File: src/rtl/wide_add_seq_if.sv
// Request/response bundle for wide_add_seq: operand handshake in, result handshake out.
interface wide_add_seq_if #(
  parameter int unsigned NSLICE = 4
);
  logic                    in_valid;
  logic                    in_ready;
  logic [24*NSLICE-1:0]    a;
  logic [24*NSLICE-1:0]    b;
  logic                    cin;
  logic                    sub;
  logic                    out_valid;
  logic                    out_ready;
  logic [24*NSLICE-1:0]    sum;
  logic                    cout;
  logic                    busy;

  modport master (
    output in_valid, a, b, cin, sub, out_ready,
    input  in_ready, out_valid, sum, cout, busy
  );

  modport slave (
    input  in_valid, a, b, cin, sub, out_ready,
    output in_ready, out_valid, sum, cout, busy
  );
endinterface

File: src/rtl/wide_add_seq.sv
// Sequential 24*NSLICE-bit adder reusing one 24-bit carry-select adder, one slice per cycle.
// Optional subtract support is built only when WAS_SUB_EN is defined.

// 24-bit carry-select adder: the upper half is precomputed for both carry values.
module C_Sel_A_24bit (
  input  logic [23:0] a_i,
  input  logic [23:0] b_i,
  input  logic        cin_i,
  output logic [23:0] sum_o,
  output logic        cout_o
);
  logic [12:0] lo;
  logic [12:0] hi0;
  logic [12:0] hi1;

  assign lo  = {1'b0, a_i[11:0]} + {1'b0, b_i[11:0]} + {12'd0, cin_i};
  assign hi0 = {1'b0, a_i[23:12]} + {1'b0, b_i[23:12]};
  assign hi1 = {1'b0, a_i[23:12]} + {1'b0, b_i[23:12]} + 13'd1;

  assign sum_o  = {(lo[12] ? hi1[11:0] : hi0[11:0]), lo[11:0]};
  assign cout_o = lo[12] ? hi1[12] : hi0[12];
endmodule

module wide_add_seq #(
  parameter int unsigned NSLICE = 4
) (
  input  logic           clk,
  input  logic           rst_n,
  wide_add_seq_if.slave  bus
);
  localparam int unsigned W    = 24 * NSLICE;
  localparam int unsigned IdxW = (NSLICE > 1) ? $clog2(NSLICE) : 1;

  localparam logic [1:0] StIdle = 2'd0;
  localparam logic [1:0] StRun  = 2'd1;
  localparam logic [1:0] StDone = 2'd2;

  logic [1:0]      state_q, state_d;
  logic [W-1:0]    a_q, a_d;
  logic [W-1:0]    b_q, b_d;
  logic [W-1:0]    sum_q, sum_d;
  logic            cin_q, cin_d;
  logic            carry_q, carry_d;
  logic            cout_q, cout_d;
  logic [IdxW-1:0] idx_q, idx_d;

  logic [23:0]     add_a, add_b, add_sum;
  logic            add_cin, add_cout;
  logic            hs;
  logic            last_slice;
  logic [W-1:0]    b_eff;
  logic            cin_eff;

`ifdef WAS_SUB_EN
  // Subtraction is folded into the operands at latch time: A + ~B + ~cin.
  assign b_eff   = bus.sub ? ~bus.b : bus.b;
  assign cin_eff = bus.sub ^ bus.cin;
`else
  logic unused_sub;
  assign unused_sub = bus.sub;
  assign b_eff      = bus.b;
  assign cin_eff    = bus.cin;
`endif

  assign hs         = bus.in_valid && bus.in_ready;
  assign last_slice = (idx_q == IdxW'(NSLICE - 1));

  assign add_a   = a_q[24*int'(idx_q) +: 24];
  assign add_b   = b_q[24*int'(idx_q) +: 24];
  assign add_cin = (idx_q == '0) ? cin_q : carry_q;

  C_Sel_A_24bit u_adder (
    .a_i    (add_a),
    .b_i    (add_b),
    .cin_i  (add_cin),
    .sum_o  (add_sum),
    .cout_o (add_cout)
  );

  always_comb begin
    state_d = state_q;
    a_d     = a_q;
    b_d     = b_q;
    sum_d   = sum_q;
    cin_d   = cin_q;
    carry_d = carry_q;
    cout_d  = cout_q;
    idx_d   = idx_q;
    case (state_q)
      StIdle: begin
        if (hs) begin
          a_d     = bus.a;
          b_d     = b_eff;
          cin_d   = cin_eff;
          idx_d   = '0;
          state_d = StRun;
        end
      end
      StRun: begin
        sum_d[24*int'(idx_q) +: 24] = add_sum;
        carry_d = add_cout;
        if (last_slice) begin
          cout_d  = add_cout;
          idx_d   = '0;
          state_d = StDone;
        end else begin
          idx_d = idx_q + 1'b1;
        end
      end
      StDone: begin
        if (bus.out_ready) state_d = StIdle;
      end
      default: state_d = StIdle;
    endcase
  end

  always_ff @(posedge clk or negedge rst_n) begin
    if (!rst_n) begin
      state_q <= StIdle;
      a_q     <= '0;
      b_q     <= '0;
      sum_q   <= '0;
      cin_q   <= 1'b0;
      carry_q <= 1'b0;
      cout_q  <= 1'b0;
      idx_q   <= '0;
    end else begin
      state_q <= state_d;
      a_q     <= a_d;
      b_q     <= b_d;
      sum_q   <= sum_d;
      cin_q   <= cin_d;
      carry_q <= carry_d;
      cout_q  <= cout_d;
      idx_q   <= idx_d;
    end
  end

  // in_ready is gated by rst_n so it reads 0 for the whole reset window.
  assign bus.in_ready  = rst_n && (state_q == StIdle);
  assign bus.out_valid = (state_q == StDone);
  assign bus.busy      = (state_q == StRun) || (state_q == StDone);
  assign bus.sum       = sum_q;
  assign bus.cout      = cout_q;
endmodule

File: src/flat_wrapper.sv
// flat-port wrapper written by rule: the top's interface ports become plain ports
module wide_add_seq_flat 
#(
  parameter int unsigned NSLICE = 4
)
  (clk, rst_n, bus_in_valid, bus_a, bus_b, bus_cin, bus_sub, bus_out_ready, bus_in_ready, bus_out_valid, bus_sum, bus_cout, bus_busy);
  wide_add_seq_if #(.NSLICE(NSLICE)) bus_i ();
  input  logic clk;
  input  logic rst_n;
  input wire logic [$bits(bus_i.in_valid)-1:0] bus_in_valid;
  input wire logic [$bits(bus_i.a)-1:0] bus_a;
  input wire logic [$bits(bus_i.b)-1:0] bus_b;
  input wire logic [$bits(bus_i.cin)-1:0] bus_cin;
  input wire logic [$bits(bus_i.sub)-1:0] bus_sub;
  input wire logic [$bits(bus_i.out_ready)-1:0] bus_out_ready;
  output wire logic [$bits(bus_i.in_ready)-1:0] bus_in_ready;
  output wire logic [$bits(bus_i.out_valid)-1:0] bus_out_valid;
  output wire logic [$bits(bus_i.sum)-1:0] bus_sum;
  output wire logic [$bits(bus_i.cout)-1:0] bus_cout;
  output wire logic [$bits(bus_i.busy)-1:0] bus_busy;
  assign bus_i.in_valid = bus_in_valid;
  assign bus_i.a = bus_a;
  assign bus_i.b = bus_b;
  assign bus_i.cin = bus_cin;
  assign bus_i.sub = bus_sub;
  assign bus_i.out_ready = bus_out_ready;
  assign bus_in_ready = bus_i.in_ready;
  assign bus_out_valid = bus_i.out_valid;
  assign bus_sum = bus_i.sum;
  assign bus_cout = bus_i.cout;
  assign bus_busy = bus_i.busy;
  wide_add_seq #(.NSLICE(NSLICE)) u_core (.clk(clk), .rst_n(rst_n), .bus(bus_i));
endmodule
File: config.mk
export PLATFORM = sky130hd
export DESIGN_NAME = wide_add_seq_flat
export DESIGN_NICKNAME = d
export VERILOG_FILES = /design/src/rtl/wide_add_seq_if.sv /design/src/rtl/wide_add_seq.sv /design/src/flat_wrapper.sv
export SDC_FILE = /design/constraint.sdc
export NUM_CORES = 1
export LEC_CHECK = 0
export BUFFER_PORTS_ARGS = -buffer_cell sky130_fd_sc_hd__clkbuf_2
export CAP_MARGIN = 40
export CORE_UTILIZATION = 45
export DETAILED_ROUTE_END_ITERATION = 12
export PLACE_DENSITY = 0.68
export SKIP_LAST_GASP = 1
export SYNTH_ARGS = -nofsm -noshare
export SYNTH_HDL_FRONTEND = slang
export SYNTH_SLANG_ARGS = --single-unit
export TNS_END_PERCENT = 1
File: constraint.sdc
create_clock -name clk -period 10.7 [get_ports clk]
set_input_delay 0.535 -clock clk [delete_from_list [all_inputs] [get_ports clk]]
set_output_delay 0.535 -clock clk [all_outputs]
set_load 0.01 [all_outputs]
## After elaboration in Yosys (flattened, before gate mapping)

Index checks and enable logic that the tools add are counted.

| storage, ports and cells | value |
|---|---|
| register bits after elaboration | 295 |
| input port bits | 198 |
| output and inout bits | 100 |
| word-level logic and storage cells | 46 |

| operators by class | value |
|---|---|
| add/subtract/negate cells | 6 |
| multiply operators | 1 |
| equality and inequality tests | 6 |
| shifts and indexed selects | 4 |
| muxes and demuxes | 11 |
| reduce and logical (&&, ||, !) cells | 10 |

Operator list:

| kind | number |
|---|---|
| $shiftx A96 B32 Y24 | 2 |
| $bwmux W96 | 1 |
| $shift A24 B33 Y96 const A | 1 |
| $shiftx A24 B33 Y96 | 1 |
| $neg A32 Y33 | 1 |
| $add A12 B12 Y13 | 2 |
| $add A13 B1 Y13 | 1 |
| $add A13 B1 Y13 const B | 1 |
| $mux W12 | 1 |
| $mux W2 | 5 |
| $pmux W2 S3 | 1 |
| $reduce_and A2 Y1 | 3 |
| $eq A2 B2 Y1 const B | 2 |
| $logic_not A2 Y1 | 2 |
| $mul A2 B2 Y4 const A | 1 |
| $ne A2 B1 Y1 const B | 2 |
| $pmux W2 S2 | 1 |
| $reduce_and A3 Y1 | 1 |
| $add A2 B1 Y2 const B | 1 |
| $eq A2 B1 Y1 const B | 1 |
| $logic_and A1 B1 Y1 | 2 |
| $mux W1 | 2 |
| $ne A2 B2 Y1 const B | 1 |
| $reduce_bool A2 Y1 | 1 |
| $logic_or A1 B1 Y1 | 1 |

## Depth between registers and ports, before layout

| depth | value |
|---|---|
| depth in word-level cells | 7 |
| mapped depth | 16 |
| mapped depth without buffers | 13 |

## Modules after synthesis

Synthesis repeated with hierarchy kept, for this count alone.

| second synthesis, totals | value |
|---|---|
| cells, all modules | 1494 |
| area, all modules | 14692.8 um^2 |

By module, submodules not included:

| module | times used | cells each | area an instance (um^2) | seq. area each (um^2) |
|---|---|---|---|---|
| wide_add_seq | 1 | 1311 | 13302.8 | 7382.1 |
| C_Sel_A_24bit | 1 | 183 | 1390.1 | 0.0 |

## Worst setup path before layout

No wires, ideal clock.

| timing | value |
|---|---|
| kind | register to register |
| start point | reg u_core.idx_q[0] |
| end point | reg u_core.sum_q[23] (netlist: u_core.bus.sum[23]) |
| library setup time | 0.126 ns |
| data arrival time | 4.680 ns |
| data required time | 10.574 ns |
| path slack | 5.894 ns |
| cell stages (with the launch flop) | 15 |
| path buffers | 3 |
| period minus slack after synthesis | 4.806 ns |
| path through | dfrtp_1 > clkbuf_1 > clkbuf_1 > clkbuf_1 > mux4_2 > ha_1 > fa_1 > a211o_1 > a2111o_1 > o311ai_1 > and4_2 > nand4_2 > o21ba_1 > or2_4 > a221o_1 |

| on the way | value |
|---|---|
| cells in the longest elaborated chain, start to end | 7 |
| elaborated cells between the ends (all ways) | 14 |
| classes of those cells | 5 x add/sub; 1 x mul; 4 x shift; 3 x mux; 1 x reduce/logical |

Ends and longest elaborated chain:

| element | RTL line | RTL |
|---|---|---|
| start, declared | wide_add_seq.sv:45 | `logic [IdxW-1:0] idx_q, idx_d;` |
| start signal, assigned | wide_add_seq.sv:135 | `idx_q <= idx_d;` |
| $mul A2 B2 Y4 | wide_add_seq.sv:68, wide_add_seq.sv:69, wide_add_seq.sv:100 |  |
| $shiftx A96 B32 Y24 (on tied branches) | wide_add_seq.sv:68, wide_add_seq.sv:69 |  |
| $add A12 B12 Y13 (on tied branches) | wide_add_seq.sv:17, wide_add_seq.sv:18, wide_add_seq.sv:16 |  |
| $add A13 B1 Y13 (on tied branches) | wide_add_seq.sv:18, wide_add_seq.sv:16 |  |
| $mux W12 | wide_add_seq.sv:20 | `assign sum_o = {(lo[12] ? hi1[11:0] : hi0[11:0]), lo[11:0]};` |
| $shiftx A24 B33 Y96 | wide_add_seq.sv:100 | `sum_d[24*int'(idx_q) +: 24] = add_sum;` |
| $bwmux W96 * | wide_add_seq.sv:100 |  |
| end signal, assigned | wide_add_seq.sv:131 | `sum_q <= sum_d;` |
| end, declared | wide_add_seq.sv:41 | `logic [W-1:0] sum_q, sum_d;` |

Mark *: on every way between the ends. The rest lies on a longest branch, timed or not.
A chain may end at the register's enable or synchronous reset.

## Worst setup path after layout

| timing | value |
|---|---|
| start point | reg u_core.idx_q[0] |
| end point | reg u_core.sum_q[35] (netlist: u_core.bus.sum[35]) |

The elaborated chain is that of the path after synthesis.

==> results.ini <==
[outcome]
status = finished with violations
failed_checks = DRC, hold timing

[synth]
synth-adder-area-share_pct = 3.41
synthFlopType = dfrtp_1
synth_compound_area_share_pct = 10.7
ys_ff_latch = 295
yosys.cell_types.count = 67
syn_area_per_cell_um2 = 9.41
syn_area_mm2 = 0.0142
muxShareOfSynthArea_pct = 8.25
yosys.area_share.xor_xnor_pct = 1.11
synth.net_count = 1748
synthArstFlopShare_pct = 100
synth-edff-count = 0
synthCells = 1513
yosys_warnings = 0
synth_simple_gate_area_share_pct = 21.8
synth_top_family_by_area = simple AND/OR/NAND/NOR gates
ys_seq_area_share_pct = 51.9

[setup_path]
reg2reg_to = u_core.bus.sum[35]
critPathArrivalTime_ns = 5.82
cp_num_cells = 13
critPathBufInv = 2
required_ns = 11.18
slowest_stage = dfrtp_4
startpoint_type = flop
endpoint = u_core.bus.sum[35]
r2r_start = u_core.idx_q[0]
end_kind = flop
max_stage_delay_ns = 0.84
cp_max_fo = 45
path_cells = buf_4 > buf_16 > mux4_2 > ha_1 > fa_1 > a211o_1 > a2111o_1 > o311ai_1 > and4_2 > nand2_1 > xnor2_1 > a221oi_1 > o21ai_0
path_class = reg -> reg
r2r_slack_ns = 5.35
critPathTopFamily = compound AO/OA/AOI/OAI gates
worstRegToRegCells = 13
crit_start = u_core.idx_q[0]

[grt]
grt_antenna_before_repair = 1
grt_overflow = 0
grt.total_usage_pct = 26.0
grt_pass1_wl_um = 66500
grt_pass1_vias = 12000
grt_max_degree = 100

[timing]
maxSlewViolCount = 0
setup-tns-final_ns = 0
grt_setup_unrepaired = false
final_hold_viol_count = 16
fin_crit_sh_pct = 50.0
worst_clock_skew_ns = 0.0207
worst_hold_slack_ns = -0.0333
fin_crit_ns = 5.35
max_freq_ghz = 0.187
max_slew_margin_pct = 34.7
tightest_slew_ns = 0.976
setup_violations = 0

[placement]
dp_cells = 2143
gp_congestion = 0.901
place_hpwl_um = 29400
port-buffer-count = 296

[clock_tree]
cts.sinks = 295
clkLatencyLatePin_ns = 0.58
ctsHtreeMaxLevel = 1
clockBufferDepth = 3
clockRootBuffer = clkbuf_16
postCtsSetupRepairBufs = 0
cts_tree = done
hold_buffers = 0
cts_made_buffers = 31
clkTransAtPathRegs_ns = 0.07
post_cts_resized = 0

[pwr]
combPwrFrac_pct = 56.5
pwr-share-seq_pct = 27.5
pwr-share-clk_pct = 16.0
intPower_mw = 3.64
pwr_density_cell_mw_per_mm2 = 401
static-leakage-power_nw = 8.91
ir_drop_mv = 0.284
p_sw_share_pct = 47.3
switchingPower_mw = 3.26

[drt]
wire_per_inst_um = 18.7
postRouteAntennaNets = 0
via_count = 12000
drc = 40
wirelength_um = 41200
first_iter_violations = 1223
dr.pass1.iters = 10
routed_via_density = 5.43

[floorplan]
initial_core_util_pct = 46.2
top_level_ports = 298
die_w_um = 180
die_h_um = 180
core_area_mm2 = 0.0308
placementRows = 64
dieArea_mm2 = 0.0323

[finish]
fillers = 2833
drive_gt1_share_pct = 24.3
final_nets = 2015
mostFrequentLayoutCell = nand2_1
layout_common_cells = nand2_1 (662), clkbuf_2 (295), dfrtp_1 (293), o21ai_0 (62)
syn_to_final_growth_pct = 20.9
final_cells = 2202

[min_path]
hp-class = in -> async

[job]
maxCapViolations = 0

-- power by group through the flow --
| stage | combinational [mW] | clock [mW] | sequential, mW |
|---|---|---|---|
| final | 3.89 | 1.11 | 1.90 |
| after floorplan | 2.45 | 0 | 1.86 |
| after CTS | 3.84 | 1.13 | 1.89 |
| after global routing | 4.21 | 1.17 | 1.96 |
| after global placement | 3.67 | 0 | 1.88 |
| after detailed placement | 3.82 | 0 | 1.91 |
-- cells in the mapped netlist, types with 3 or more instances --
| cell | instances | area share, % |
|---|---|---|
| a2111o_1 | 4 | 0.32 |
| a211oi_1 | 4 | 0.21 |
| a21o_1 | 4 | 0.21 |
| a21oi_1 | 33 | 1.2 |
| a221o_1 | 3 | 0.21 |
| a221oi_1 | 7 | 0.43 |
| a22o_1 | 36 | 2.2 |
| a22oi_1 | 4 | 0.21 |
| a32oi_1 | 11 | 0.68 |
| and2_1 | 4 | 0.18 |
| and3_1 | 4 | 0.18 |
| buf_1 | 9 | 0.24 |
| clkbuf_1 | 73 | 1.9 |
| dfrtp_1 | 295 | 52 |
| fa_1 | 3 | 0.42 |
| ha_1 | 34 | 3.0 |
| inv_1 | 25 | 0.66 |
| mux2_2 | 3 | 0.24 |
| mux2i_1 | 6 | 0.42 |
| mux4_2 | 48 | 7.6 |
| nand2_1 | 663 | 17 |
| nand2b_1 | 5 | 0.22 |
| nand3_1 | 20 | 0.70 |
| nand3b_1 | 3 | 0.16 |
| nand4_1 | 5 | 0.22 |
| nor2_1 | 48 | 1.3 |
| nor2b_1 | 5 | 0.22 |
| nor3_1 | 7 | 0.25 |
| o211ai_1 | 7 | 0.37 |
| o21a_1 | 4 | 0.21 |
| o21ai_0 | 62 | 2.2 |
| o22a_1 | 3 | 0.18 |
| o31a_1 | 3 | 0.18 |
| o31ai_1 | 10 | 0.53 |
| or2_2 | 4 | 0.18 |
| xnor2_1 | 11 | 0.68 |
| xor2_1 | 7 | 0.43 |
-- kinds of logic (layout without fill, tap and decap cells) --
| group | count (synthesis) | count (layout) |
|---|---|---|
| flops | 295 | 295 |
| compound gates | 218 | 218 |
| simple gates | 780 | 780 |
| mux | 57 | 57 |
| buf+inv | 108 | 400 |
| other cells | 0 | 1 |
| xor+xnor | 18 | 18 |
| fa+ha+maj | 37 | 37 |
-- metal layers --
| layer | track usage (%) | vias to the layer above | part of all wire, % |
|---|---|---|---|
| met5 | 0 | - | 0 |
| met4 | 8.48 | 0 | 3.4 |
| met3 | 3.91 | 81 | 6.2 |
| met2 | 42.6 | 494 | 47 |
| met1 | 35.6 | 5728 | 43 |
| li1 | - | 5654 | - |
-- flip-flops by register name, indices dropped and copies added (netlist names) --
name and cells:
u_core.carry_q 1, u_core.idx_q 2, u_core.bus.cout 1, u_core.a_q 96, u_core.bus.sum 96, u_core.b_q 96, u_core.cin_q 1, u_core.state_q 2
-- metrics by stage --
step	setup slack [ns]	hold slack [ns]	util [%]	cell area, um^2	power, mW
6_report	5.35	-0.0333	55.8	17200	6.90
5_1_grt	5.13	0.0444	55.8	17200	7.34
4_1_cts	5.40	0.0157	55.8	17200	6.86
3_5_place_dp	5.43	0.458	52.4	16200	5.73
3_3_place_gp	5.15	0.454	51.9	16000	5.56
2_1_floorplan	5.89	0.239	-	14200	4.30
-- final cells by class --
cell class	count	area [um^2]	share of cell area (%)
inverters	25	93.8	0.545
clock inverters	19	189	1.10
multi-input cells	1110	6460	37.5
diodes	1	2.50	0.0145
repair buffers	317	1730	10.1
clock buffers	39	856	4.97
flip-flops and latches	295	7390	42.9
well taps	396	495	2.88
-- worst reg2reg max path, stage by stage (launching register included) --
cell and delay [ns]:
dfrtp_4 0.84, buf_4 0.25, buf_16 0.29, mux4_2 0.61, ha_1 0.25, fa_1 0.41
a211o_1 0.39, a2111o_1 0.39, o311ai_1 0.17, and4_2 0.37, nand2_1 0.08, xnor2_1 0.69
a221oi_1 0.30, o21ai_0 0.22
-- worst min-delay path by stage --
stage,endpoint,from,slack [ns]
finish,u_core.b_q[31],rst_n,-0.03
global route,u_core.b_q[31],rst_n,0.04
CTS,u_core.b_q[31],rst_n,0.02
detailed placement,u_core.b_q[6],u_core.b_q[6],0.46
global placement,u_core.a_q[55],u_core.a_q[55],0.45
floorplan,u_core.a_q[0],rst_n,0.24
Power figures use the tool's default switching activity.
